==> src/rtl/board_pkg.sv <==
// board_pkg: shared cell/FSM types, board size and the 8 winning lines of the 3x3 board
package board_pkg;
  typedef enum logic [1:0] {EMPTY = 2'b00, X = 2'b01, O = 2'b10} cell_t;
  typedef enum logic [1:0] {IDLE, CHECK, WRITE, EVAL} fsm_t;
  localparam int NUM_CELLS = 9;
  localparam logic [0:7][0:2][3:0] WIN_LINES = '{
    '{4'd0, 4'd1, 4'd2}, '{4'd3, 4'd4, 4'd5}, '{4'd6, 4'd7, 4'd8},
    '{4'd0, 4'd3, 4'd6}, '{4'd1, 4'd4, 4'd7}, '{4'd2, 4'd5, 4'd8},
    '{4'd0, 4'd4, 4'd8}, '{4'd2, 4'd4, 4'd6}
  };
  function automatic logic [1:0] cell_at(input logic [17:0] b, input logic [3:0] i);
    return b[2*i +: 2];
  endfunction
endpackage

==> src/rtl/board_marker_win_checker.sv <==
// win_checker: combinational test whether player owns any of the 8 board lines
//   board  in 18 : packed board, cell i at [2i+1:2i]
//   player in 2  : 01 X, 10 O
//   win    out 1 : player holds a complete line
module win_checker
  import board_pkg::*;
(
  input  logic [17:0] board,
  input  logic [1:0]  player,
  output logic        win
);
  always_comb begin
    win = 1'b0;
    for (int l = 0; l < 8; l++)
      win = win | (cell_at(board, WIN_LINES[l][0]) == player &&
                   cell_at(board, WIN_LINES[l][1]) == player &&
                   cell_at(board, WIN_LINES[l][2]) == player);
  end
endmodule

==> src/rtl/board_marker.sv <==
// board_marker: validates and marks tic-tac-toe moves strobed by Ready, tracks turn, win, draw
//   clk, reset (sync, active-high)
//   pos in 4, Ready in 1 : cell selection and its strobe (rising edge triggers)
//   board out 18 : cell i at [2i+1:2i], 00 empty / 01 X / 10 O
//   turn out 2, busy out 1, move_ok/move_err out 1 (one-cycle pulses)
//   winner out 2, game_over out 1 (sticky)
//   Macro BOARD_WIN_DETECT_EN enables the 8-line win check; without it only a full board ends the game
module board_marker
  import board_pkg::*;
#(
  parameter logic [1:0] FIRST_PLAYER = 2'b01
)
(
  input  logic        clk,
  input  logic        reset,
  input  logic [3:0]  pos,
  input  logic        Ready,
  output logic [17:0] board,
  output logic [1:0]  turn,
  output logic        busy,
  output logic        move_ok,
  output logic        move_err,
  output logic [1:0]  winner,
  output logic        game_over
);
  fsm_t state, next;
  logic ready_d, trig, bad, win;
  logic [3:0] pos_q, move_cnt;
  assign busy = state != IDLE;
  assign trig = Ready && !ready_d && state == IDLE && !game_over;
  // out-of-range positions short the OR before the cell contents matter
  assign bad = pos_q >= 4'(NUM_CELLS) || cell_at(board, pos_q) != EMPTY;
`ifdef BOARD_WIN_DETECT_EN
  win_checker u_win (.board(board), .player(turn), .win(win));
`else
  assign win = 1'b0;
`endif
  always_comb next = state == IDLE  ? (trig ? CHECK : IDLE) :
                     state == CHECK ? (bad ? IDLE : WRITE) :
                     state == WRITE ? EVAL : IDLE;
  always_ff @(posedge clk)
    state <= reset ? IDLE : next;
  always_ff @(posedge clk) begin
    if (reset) begin
      ready_d   <= 1'b0;
      pos_q     <= '0;
      board     <= '0;
      turn      <= FIRST_PLAYER;
      move_cnt  <= '0;
      move_ok   <= 1'b0;
      move_err  <= 1'b0;
      winner    <= '0;
      game_over <= 1'b0;
    end else begin
      ready_d  <= Ready;
      move_ok  <= state == EVAL;
      move_err <= state == CHECK && bad;
      if (trig) pos_q <= pos;
      if (state == WRITE) begin
        for (int i = 0; i < NUM_CELLS; i++)
          if (pos_q == 4'(i)) board[2*i +: 2] <= turn;
        move_cnt <= move_cnt == 4'(NUM_CELLS) ? move_cnt : move_cnt + 4'd1;
      end
      if (state == EVAL) begin
        if (win) begin
          winner    <= turn;
          game_over <= 1'b1;
        end else if (move_cnt == 4'(NUM_CELLS))
          game_over <= 1'b1;
        else
          turn <= turn == X ? O : X;
      end
    end
  end
endmodule

==> config.mk <==
export PLATFORM = sky130hd
export DESIGN_NAME = board_marker
export DESIGN_NICKNAME = d
export VERILOG_FILES = /design/src/rtl/board_pkg.sv /design/src/rtl/board_marker_win_checker.sv /design/src/rtl/board_marker.sv
export SDC_FILE = /design/constraint.sdc
export NUM_CORES = 1
export LEC_CHECK = 0
export ABC_AREA = 1
export CORE_ASPECT_RATIO = 1.4
export CORE_MARGIN = 2
export CORE_UTILIZATION = 36
export DETAILED_ROUTE_END_ITERATION = 6
export PLACE_DENSITY = 0.71
export RECOVER_POWER = 50
export SLEW_MARGIN = 20
export SYNTH_ARGS = -nofsm -noshare
export SYNTH_HDL_FRONTEND = slang
export SYNTH_SLANG_ARGS = --single-unit
==> constraint.sdc <==
create_clock -name clk -period 1.3 [get_ports clk]
set_clock_uncertainty 0.15 [all_clocks]
set_input_delay 0.195 -clock clk [delete_from_list [all_inputs] [get_ports clk]]
set_output_delay 0.195 -clock clk [all_outputs]
set_load 0.02 [all_outputs]
==> results.yml, run 1 <==
placement:
  place_ws_ps: -169
  placedCellCount: 290
  place_congestion: 0.892
  numPortBuffers: 30
  place_area_um2: 2010
  dp_hpwl_um: 2530
power:
  pwr-share-seq_pct: 43.0
  ir_drop_v: 0.000861
  leakagePower_nw: 0.976
  powerDensity_nw_per_um2: 1200
  netSwitchingPower_mw: 0.784
  switching_share_pct: 29.4
  p_comb_share_pct: 22.3
  pwr-share-clk_pct: 34.7
  p_int_mw: 1.88
clock_tree:
  worst_skew_pair.late_latency_ps: 290
  cts_tree: "built"
  clock-root-buffer: "clkbuf_8"
  hold_buffers: 0
  cts.clk_slew.worst_paths_ps: 70
  cts_made_buffers: 5
  htreeDepth: 2
  numClockSinks: 34
  clock_path_buffers: 2
grt:
  grt_max_degree: 17
  overflow: 0
  first_global_vias: 1416
  grt_usage_pct: 17.4
  antenna_found_initial: 0
  grt_first_pass_wirelength_um: 6070
synthesis:
  yosys.cell_types.count: 27
  synth.avg_cell_area_um2: 7.46
  synth_seq_area_share_pct: 46.3
  yosysWarnings: 0
  ys_ff_latch: 34
  synth_area_um2: 1470
  synthCells: 197
timing:
  post-route-period-util_pct: 103
  rsz0062_at_grt: "yes"
  hold_slack_ps: 330
  min_period_ps: 1340
  hold_violations: 0
  setup_violations: 14
  max_freq_ghz: 0.744
  layout_setup_ws_ps: -44.9
  final-max-slew-violation-count: 0
finish:
  area.growth.synth_to_final_pct: 50.7
  fin_nets: 265
  layoutNonFillerInstCount: 300
  n_antenna_cell: 0
  drive_above_1_share_pct: 38.5
  fin_area_um2: 2210
  seq_area_um2: 688
  post-route-util_pct: 56.5
  multi_input_area_um2: 822
  fillerInstances: 370
critical_path:
  ff2ff_path_depth: 8
  worst_setup_path_end_kind: "primary output"
  cp.arrival_ps: 1000
  crit_chain: "nor2_1, inv_1, buf_2"
  r2r_end: "move_cnt[1]"
  crit_path_start_kind: "flip-flop"
  cp_slowest_cell: "dfxtp_2"
  slowest_delay_ps: 330
  crit_type: "reg2out"
  required_ps: 950
  r2r_setup_slack_ps: -30
  r2r_start: "move_cnt[1]"
  cp_max_fo: 3
worst_hold_path:
  hold_end: "board[17]"
  hp-class: "reg2reg"
  hold_depth: 2
  min-delay-start: "board[17]"
floorplanning:
  start_util_pct: 37.5
  io_pins: 33
  fp.dieArea_um2: 4610
  rows: 27
  coreArea_um2: 3920
  die_height_um: 79.6
  dieWidth_um: 58.0
detailed_routing:
  firstDrtPassIters: 4
  drt_iter0_drc: 36
  vias: 1499
  wl_um: 3670
  via_per_inst: 5.00
  postRouteAntennaNets: 0
  drc_errors: 0
  wire_per_inst_um: 12.2
run:
  cap_violations: 0
status:
  violations: "setup timing"
  outcome: "complete, but fails checks"
## final cells by class
class / count / share of cell area (%)
repair buffers: 59 / 21.3
inverters: 16 / 3.05
flip-flops and latches: 34 / 31.1
clock buffers: 8 / 4.97
well taps: 43 / 2.43
multi-input cells: 140 / 37.1
## through the flow
stage / total power, mW / TNS, ps
after floorplan: 1.45 / 0
after global placement: 1.66 / -1370
after detailed placement: 1.67 / -1830
after CTS: 2.64 / -133
after global routing: 2.80 / -1880
final: 2.66 / -235
## how the worst max path moves through the flow
stage | start | to | slack (ps) | cells past startpoint
5_1_grt | move_cnt[1] | move_cnt[1] | -120 | 8
3_3_place_gp | Ready | pos_q[0] | -130 | 4
4_1_cts | state[0] | board[14] | -50 | 6
6_report | state[1] | busy | -40 | 3
2_1_floorplan | move_cnt[1] | turn[1] | 10 | 7
3_5_place_dp | Ready | pos_q[0] | -170 | 4
## synthesized netlist by cell type
| master | count | area share [%] |
|---|---|---|
| inv_2 | 1 | 0.26 |
| xor2_1 | 1 | 0.60 |
| nor2_4 | 3 | 2.3 |
| o211a_1 | 1 | 0.68 |
| ha_1 | 2 | 1.7 |
| nand3_1 | 17 | 5.8 |
| inv_4 | 1 | 0.43 |
| dfxtp_1 | 34 | 46 |
| nand2_1 | 34 | 8.7 |
| o211ai_1 | 1 | 0.51 |
| nor2_8 | 1 | 1.4 |
| buf_4 | 2 | 1.0 |
| nand4_1 | 2 | 0.85 |
| a21oi_1 | 25 | 8.5 |
| clkbuf_1 | 3 | 0.77 |
| nor3_2 | 1 | 0.68 |
| buf_2 | 2 | 0.68 |
| o21ai_0 | 13 | 4.4 |
| conb_1 | 1 | 0.26 |
| nor2_2 | 1 | 0.43 |
| clkinv_1 | 1 | 0.26 |
| nor2_1 | 32 | 8.2 |
| and2_4 | 1 | 0.60 |
| buf_1 | 1 | 0.26 |
| inv_1 | 13 | 3.3 |
| o21ai_1 | 2 | 0.68 |
| a31oi_1 | 1 | 0.43 |
## state kept, by name, summed over array words and instances (netlist names)
register	cells
turn	2
pos_q	4
board	18
move_cnt	4
move_ok	1
ready_d	1
game_over	1
move_err	1
state	2
## repair_timing
item | in CTS | in global routing
setup endpoints to repair | 46 | 49
pin swaps | 7 | 13
gates resized for setup | 79 | 52
setup buffers | 1 | 1
## power groups by stage
stage | logic [mW] | registers [mW] | clock network [mW]
6_report | 0.595 | 1.14 | 0.925
5_1_grt | 0.645 | 1.15 | 1.00
4_1_cts | 0.558 | 1.14 | 0.945
3_5_place_dp | 0.518 | 1.15 | 0
3_3_place_gp | 0.507 | 1.15 | 0
2_1_floorplan | 0.266 | 1.18 | 0
## metal layers
metal  vias up  share of wire (%)  global-route usage [%]
met1       683                 40                    18.5
met4         0                3.8                    10.5
met5         -                  0                       0
met2        39                 51                    29.4
met3        13                5.1                    5.51
li1        764                  -                       -
## cell families after synthesis
group                      after synthesis  share of synthesized area (%)
adders and majority gates                2                           1.70
AOI/OAI and AO/OA                       43                           15.2
other                                    1                          0.255
xor gates and xnor gates                 1                          0.596
buffers and inverters                   24                           6.98
DFF                                     34                           46.3
and+or+nand+nor                         92                           28.9
## cell usage in the layout, fill, tap and decap left out, types with 2 or more instances in the layout
cell type and instances:
buf_2 8, clkbuf_8 8, nand2_4 5, a21oi_2 4, nand3_2 3, nor2_1 27, buf_6 3, dfxtp_1 28
clkbuf_2 9, a21oi_1 21, o21ai_1 6, clkdlybuf4s15_2 2, inv_1 10, dfxtp_2 6, buf_4 24, nand2_2 3
inv_2 4, nor2_4 6, o21ai_0 6, nand4_1 2, conb_1 2, nand3_1 14, buf_12 2, clkdlybuf4s50_1 5
nand2_1 26, clkdlybuf4s15_1 5, o21ai_2 3, nor2_2 3
## critical path: cells and delay by family, from the launching register on
| kind | cells | cell delay (ps) |
|---|---|---|
| and+or+nand+nor | 1 | 170 |
| buffers and inverters | 2 | 200 |
| DFF | 1 | 330 |
Power figures use the tool's default switching activity.
==> run 2: changes to the inputs <==
--- a/config.mk
+++ b/config.mk
@@ -11,2 +11,3 @@
 export CORE_UTILIZATION = 36
+export CTS_CLUSTER_SIZE = 28
 export DETAILED_ROUTE_END_ITERATION = 6
@@ -14,2 +15,3 @@
 export RECOVER_POWER = 50
+export SETUP_SLACK_MARGIN = 0.3
 export SLEW_MARGIN = 20
--- a/constraint.sdc
+++ b/constraint.sdc
@@ -4,2 +4,2 @@
 set_output_delay 0.195 -clock clk [all_outputs]
-set_load 0.02 [all_outputs]
+set_load 0.01 [all_outputs]
==> run 2 against run 1 <==
Against the previous run:
- the flow still finishes with violations (setup timing)
- register-to-register slack lost 30 ps
- sequential cell count is the same
- cell area grew 4.7%
- first-iteration DRC count grew 22%
- sequential share of layout area shrank 0.26 points
- clock power shrank 12%
- critical path type is now reg2reg
==> results.yml, run 2 (same netlist as run 1, synthesis figures left out) <==
grt:
  grt_usage_pct: 17.8
  antenna_found_initial: 0
  use_met3_pct: 3.89
  busiest_layer: "met2"
  first_global_vias: 1324
  gr-usage-met1_pct: 20.5
  grt_max_degree: 19
  grt_first_pass_wirelength_um: 6120
  overflow: 0
  met2_usage_pct: 30.8
timing:
  max_freq_ghz: 0.735
  min_period_ps: 1360
  post-route-period-util_pct: 105
  setup_violations: 7
  final-max-slew-violation-count: 0
  hold_slack_ps: 335
  hold_violations: 0
  rsz0062_at_grt: "yes"
  layout_setup_ws_ps: -59.8
finish:
  fin_nets: 254
  post-route-util_pct: 59.1
  fin_area_um2: 2320
  drive_above_1_share_pct: 45.9
  largest_reg_flops: 18
  fillerInstances: 345
  top_regs: "board x18, move_cnt x4, pos_q x4"
  area.growth.synth_to_final_pct: 57.8
  layout_commonest_cell: "buf_6"
  regMostFlops: "board"
  n_antenna_cell: 0
  final_cell_mix: "buf_6, a21oi_1, nand2_1, dfxtp_1, nor2_1"
clock_tree:
  clock_path_buffers: 2
  numClockSinks: 34
  cts_tree: "built"
  cts.clk_slew.worst_paths_ps: 70
  hold_buffers: 0
  worst_skew_pair.late_latency_ps: 290
  htreeDepth: 2
  cts_made_buffers: 5
  clock-root-buffer: "clkbuf_8"
power:
  ir_drop_v: 0.000888
  p_total_mw: 2.64
  powerDensity_nw_per_um2: 1140
  leakagePower_nw: 0.963
critical_path:
  crit_type: "reg2reg"
  r2r_end: "board[0]"
  cp_max_fo: 6
  startpoint: "state[0]"
  worst_setup_path_end_kind: "flip-flop"
  crit_end: "board[0]"
  r2r_setup_slack_ps: -60
  cp.arrival_ps: 1430
  r2r_start: "state[0]"
  crit_path_start_kind: "flip-flop"
  ff2ff_path_depth: 7
  required_ps: 1370
detailed_routing:
  firstDrtPassIters: 4
  wire_per_inst_um: 13.7
  vias: 1473
  drt_iter0_drc: 44
  via_per_inst: 5.10
  postRouteAntennaNets: 0
  wl_um: 3960
  drc_errors: 0
placement:
  place_area_um2: 1920
  dp_hpwl_um: 2330
  numPortBuffers: 30
  place_congestion: 0.809
status:
  outcome: "complete, but fails checks"
  violations: "setup timing"
floorplanning:
  die_height_um: 79.6
  io_pins: 33
  fp.dieArea_um2: 4610
  coreArea_um2: 3920
  rows: 27
  dieWidth_um: 58.0
  start_util_pct: 37.5
worst_hold_path:
  hp-class: "reg2reg"
  hold_depth: 2
run:
  cap_violations: 0
## run 2: cell type report
| type | instances | area, µm² | share of cell area, % |
|---|---|---|---|
| clock inverters | 1 | 5.00 | 0.216 |
| inverters | 16 | 78.8 | 3.40 |
| multi-input cells | 141 | 903 | 39.0 |
| repair buffers | 46 | 472 | 20.4 |
| clock buffers | 7 | 86.3 | 3.73 |
| repair inverters | 1 | 3.75 | 0.162 |
| flip-flops and latches | 34 | 714 | 30.8 |
| well taps | 43 | 53.8 | 2.32 |
## run 2: stage by stage
| step | setup TNS, ps | std cells | worst slack [ps] |
|---|---|---|---|
| 2_1_floorplan | 0 | 198 | 78.9 |
| 3_3_place_gp | -850 | 272 | -87.1 |
| 3_5_place_dp | -1080 | 272 | -118 |
| 4_1_cts | -171 | 286 | -43.8 |
| 5_1_grt | -1520 | 289 | -125 |
| 6_report | -274 | 289 | -59.8 |
## run 2: how the worst min path moves through the flow
stage	startpoint	endpoint	slack, ps
finish	board[4]	board[4]	330
global route	board[12]	board[12]	360
CTS	board[4]	board[4]	330
detailed placement	board[2]	board[2]	320
global placement	board[17]	board[17]	310
floorplan	Ready	ready_d	150
## run 2: metal layers
| layer | part of all wire (%) | vias to the layer above |
|---|---|---|
| met1 | 38 | 679 |
| met4 | 2.7 | 0 |
| met5 | 0 | - |
| met2 | 54 | 41 |
| li1 | - | 743 |
| met3 | 4.5 | 10 |
## run 2: critical path, stage by stage, from the launching register on
cell	delay, ps
dfxtp_2	340
buf_6	120
nor2_4	120
inv_6	90
nor2_8	120
and2_4	170
o21ai_1	60
a21oi_1	110
## run 2: power breakdown
group	switching (mW)	internal (mW)
sequential	0.0698	1.10
combinational	0.380	0.279
clock	0.385	0.427
## run 2: repair_timing
action                                 4_1_cts  5_1_grt
endpoints found under the hold margin        0        0
gates cloned                                 2        0
setup buffers                                4        3
gates resized for setup                    169       33
pin swaps                                   13       12
setup endpoints to repair                   56       57
==> run 3: changes to the inputs <==
CTS_BUF_LIST = sky130_fd_sc_hd__clkbuf_4 sky130_fd_sc_hd__clkbuf_8 sky130_fd_sc_hd__clkbuf_16   (was unset)
PLACE_DENSITY = unset   (was 0.71)
==> run 3 against run 2 <==
Against the previous run:
- the run still ends with setup timing left
- non-clock buffer count fell by 1
- worst hold slack got worse by 120 ps
- utilization fell by 1.6 points
- global-route usage fell by 0.49 points
- critical path type unchanged
- sequential power barely moved
- register-to-register slack hardly changed
- critical path depth unchanged
==> results.yml, run 3 (same netlist as run 1, synthesis figures left out) <==
placement:
  place_congestion: 0.797
  dp_hpwl_um: 2460
  numPortBuffers: 30
  place_ws_ps: -103
critical_path:
  cp_slowest_cell: "dfxtp_4"
  cp_max_fo: 6
  cp_num_buf_inv: 2
  crit_type: "reg2reg"
  required_ps: 1370
  slowest_delay_ps: 390
  crit_path_start_kind: "flip-flop"
  worst_setup_path_end_kind: "flip-flop"
  cp_top_family: "simple AND/OR/NAND/NOR gates"
  cp.arrival_ps: 1440
  crit_chain: "inv_2, nor2_4, inv_6, nor2_8, and2_4, o21ai_1, a21oi_1"
clock_tree:
  cts.clk_slew.worst_paths_ps: 60
  htreeDepth: 2
  worst_skew_pair.late_latency_ps: 290
  cts_made_buffers: 5
  hold_buffers: 0
  clock_path_buffers: 2
  numClockSinks: 34
  cts_tree: "built"
  clock-root-buffer: "clkbuf_8"
grt:
  grt_max_degree: 19
  first_global_vias: 1370
  antenna_found_initial: 0
  grt_usage_pct: 17.3
  overflow: 0
  grt_first_pass_wirelength_um: 5960
detailed_routing:
  vias: 1463
  firstDrtPassIters: 4
  drt_iter0_drc: 21
  drc_errors: 0
  postRouteAntennaNets: 0
  wl_um: 3670
  wire_per_inst_um: 12.8
  via_per_inst: 5.12
timing:
  min_period_ps: 1370
  hold_slack_ps: 216
  layout_setup_ws_ps: -72.1
  setup_violations: 11
  post-route-period-util_pct: 106
  hold_violations: 0
  max_freq_ghz: 0.729
  rsz0062_at_grt: "yes"
  final-max-slew-violation-count: 0
power:
  leakagePower_nw: 0.934
  p_total_mw: 2.60
  powerDensity_nw_per_um2: 1150
  ir_drop_v: 0.000811
floorplanning:
  rows: 27
  io_pins: 33
  die_height_um: 79.6
  coreArea_um2: 3920
  fp.dieArea_um2: 4610
  dieWidth_um: 58.0
  start_util_pct: 37.5
finish:
  multi_input_area_um2: 862
  n_antenna_cell: 0
  regMostFlops: "board"
  area.growth.synth_to_final_pct: 53.5
  top_regs: "board x18, move_cnt x4, pos_q x4"
  largest_reg_flops: 18
  drive_above_1_share_pct: 40.3
  final_cell_mix: "a21oi_1, nand2_1, buf_6, nor2_1, dfxtp_1"
  fin_nets: 252
  fillerInstances: 381
  seq_area_um2: 709
  post-route-util_pct: 57.5
status:
  outcome: "complete, but fails checks"
  violations: "setup timing"
worst_hold_path:
  hp-class: "in2reg"
run:
  cap_violations: 0
run 3: cell types whose count changed in the layout (fill, tap and decap cells not counted), moves of 2 or more:
| cell | change |
|---|---|
| nor2_1 | +6 |
| buf_6 | -3 |
| dfxtp_1 | +2 |
| inv_6 | +2 |
| o21ai_0 | +2 |
| nor2_2 | -5 |
| clkinv_2 | -2 |
| nand2_2 | -3 |
| o21ai_1 | -2 |
| nand2_1 | +3 |
run 3: repair_timing:
action	4_1_cts	5_1_grt
setup buffers	6	1
gates resized for setup	172	10
cloned	1	0
endpoints found under the setup margin	56	56
pin swaps	22	11
run 3: tightest hold or removal path: stages:
cell           delay (ps)
dlygate4sd2_1         290
inv_1                  80
nor2_1                 40
run 3: worst paths after layout:
path              startpoint         to  slack [ps]  cells past startpoint
setup / recovery    state[1]   board[0]         -70                      7
hold / removal         Ready    ready_d         220                      3
setup reg to reg    state[1]   board[0]         -70                      7
hold reg to reg    board[10]  board[10]         320                      2
run 3: per-stage QoR:
stage / area (µm²) / instances / TNS, ps
finish: 2250 / 286 / -471
detailed placement: 1920 / 271 / -1270
global placement: 1920 / 271 / -1190
floorplan: 1540 / 198 / 0
CTS: 2220 / 285 / -462
global route: 2250 / 286 / -1980
run 3: where the power goes:
group / internal, mW / switching, mW / total [mW]
registers: 1.10 / 0.0679 / 1.17
clock network: 0.441 / 0.371 / 0.812
logic: 0.272 / 0.344 / 0.616
run 3: area by class of cell:
type,count,area share [%]
multi-input combinational,141,38.2
sequential,34,31.5
timing repair buffer,45,20.3
clock buffer,7,4.00
inverter,16,3.66
tap,43,2.39
run 3: metal layers:
| layer | GRT usage, % | part of all wire, % | vias up |
|---|---|---|---|
| li1 | - | - | 734 |
| met1 | 18.9 | 40 | 677 |
| met2 | 30.0 | 52 | 40 |
| met3 | 4.05 | 4.7 | 12 |
| met4 | 9.53 | 3.4 | 0 |
| met5 | 0 | 0 | - |
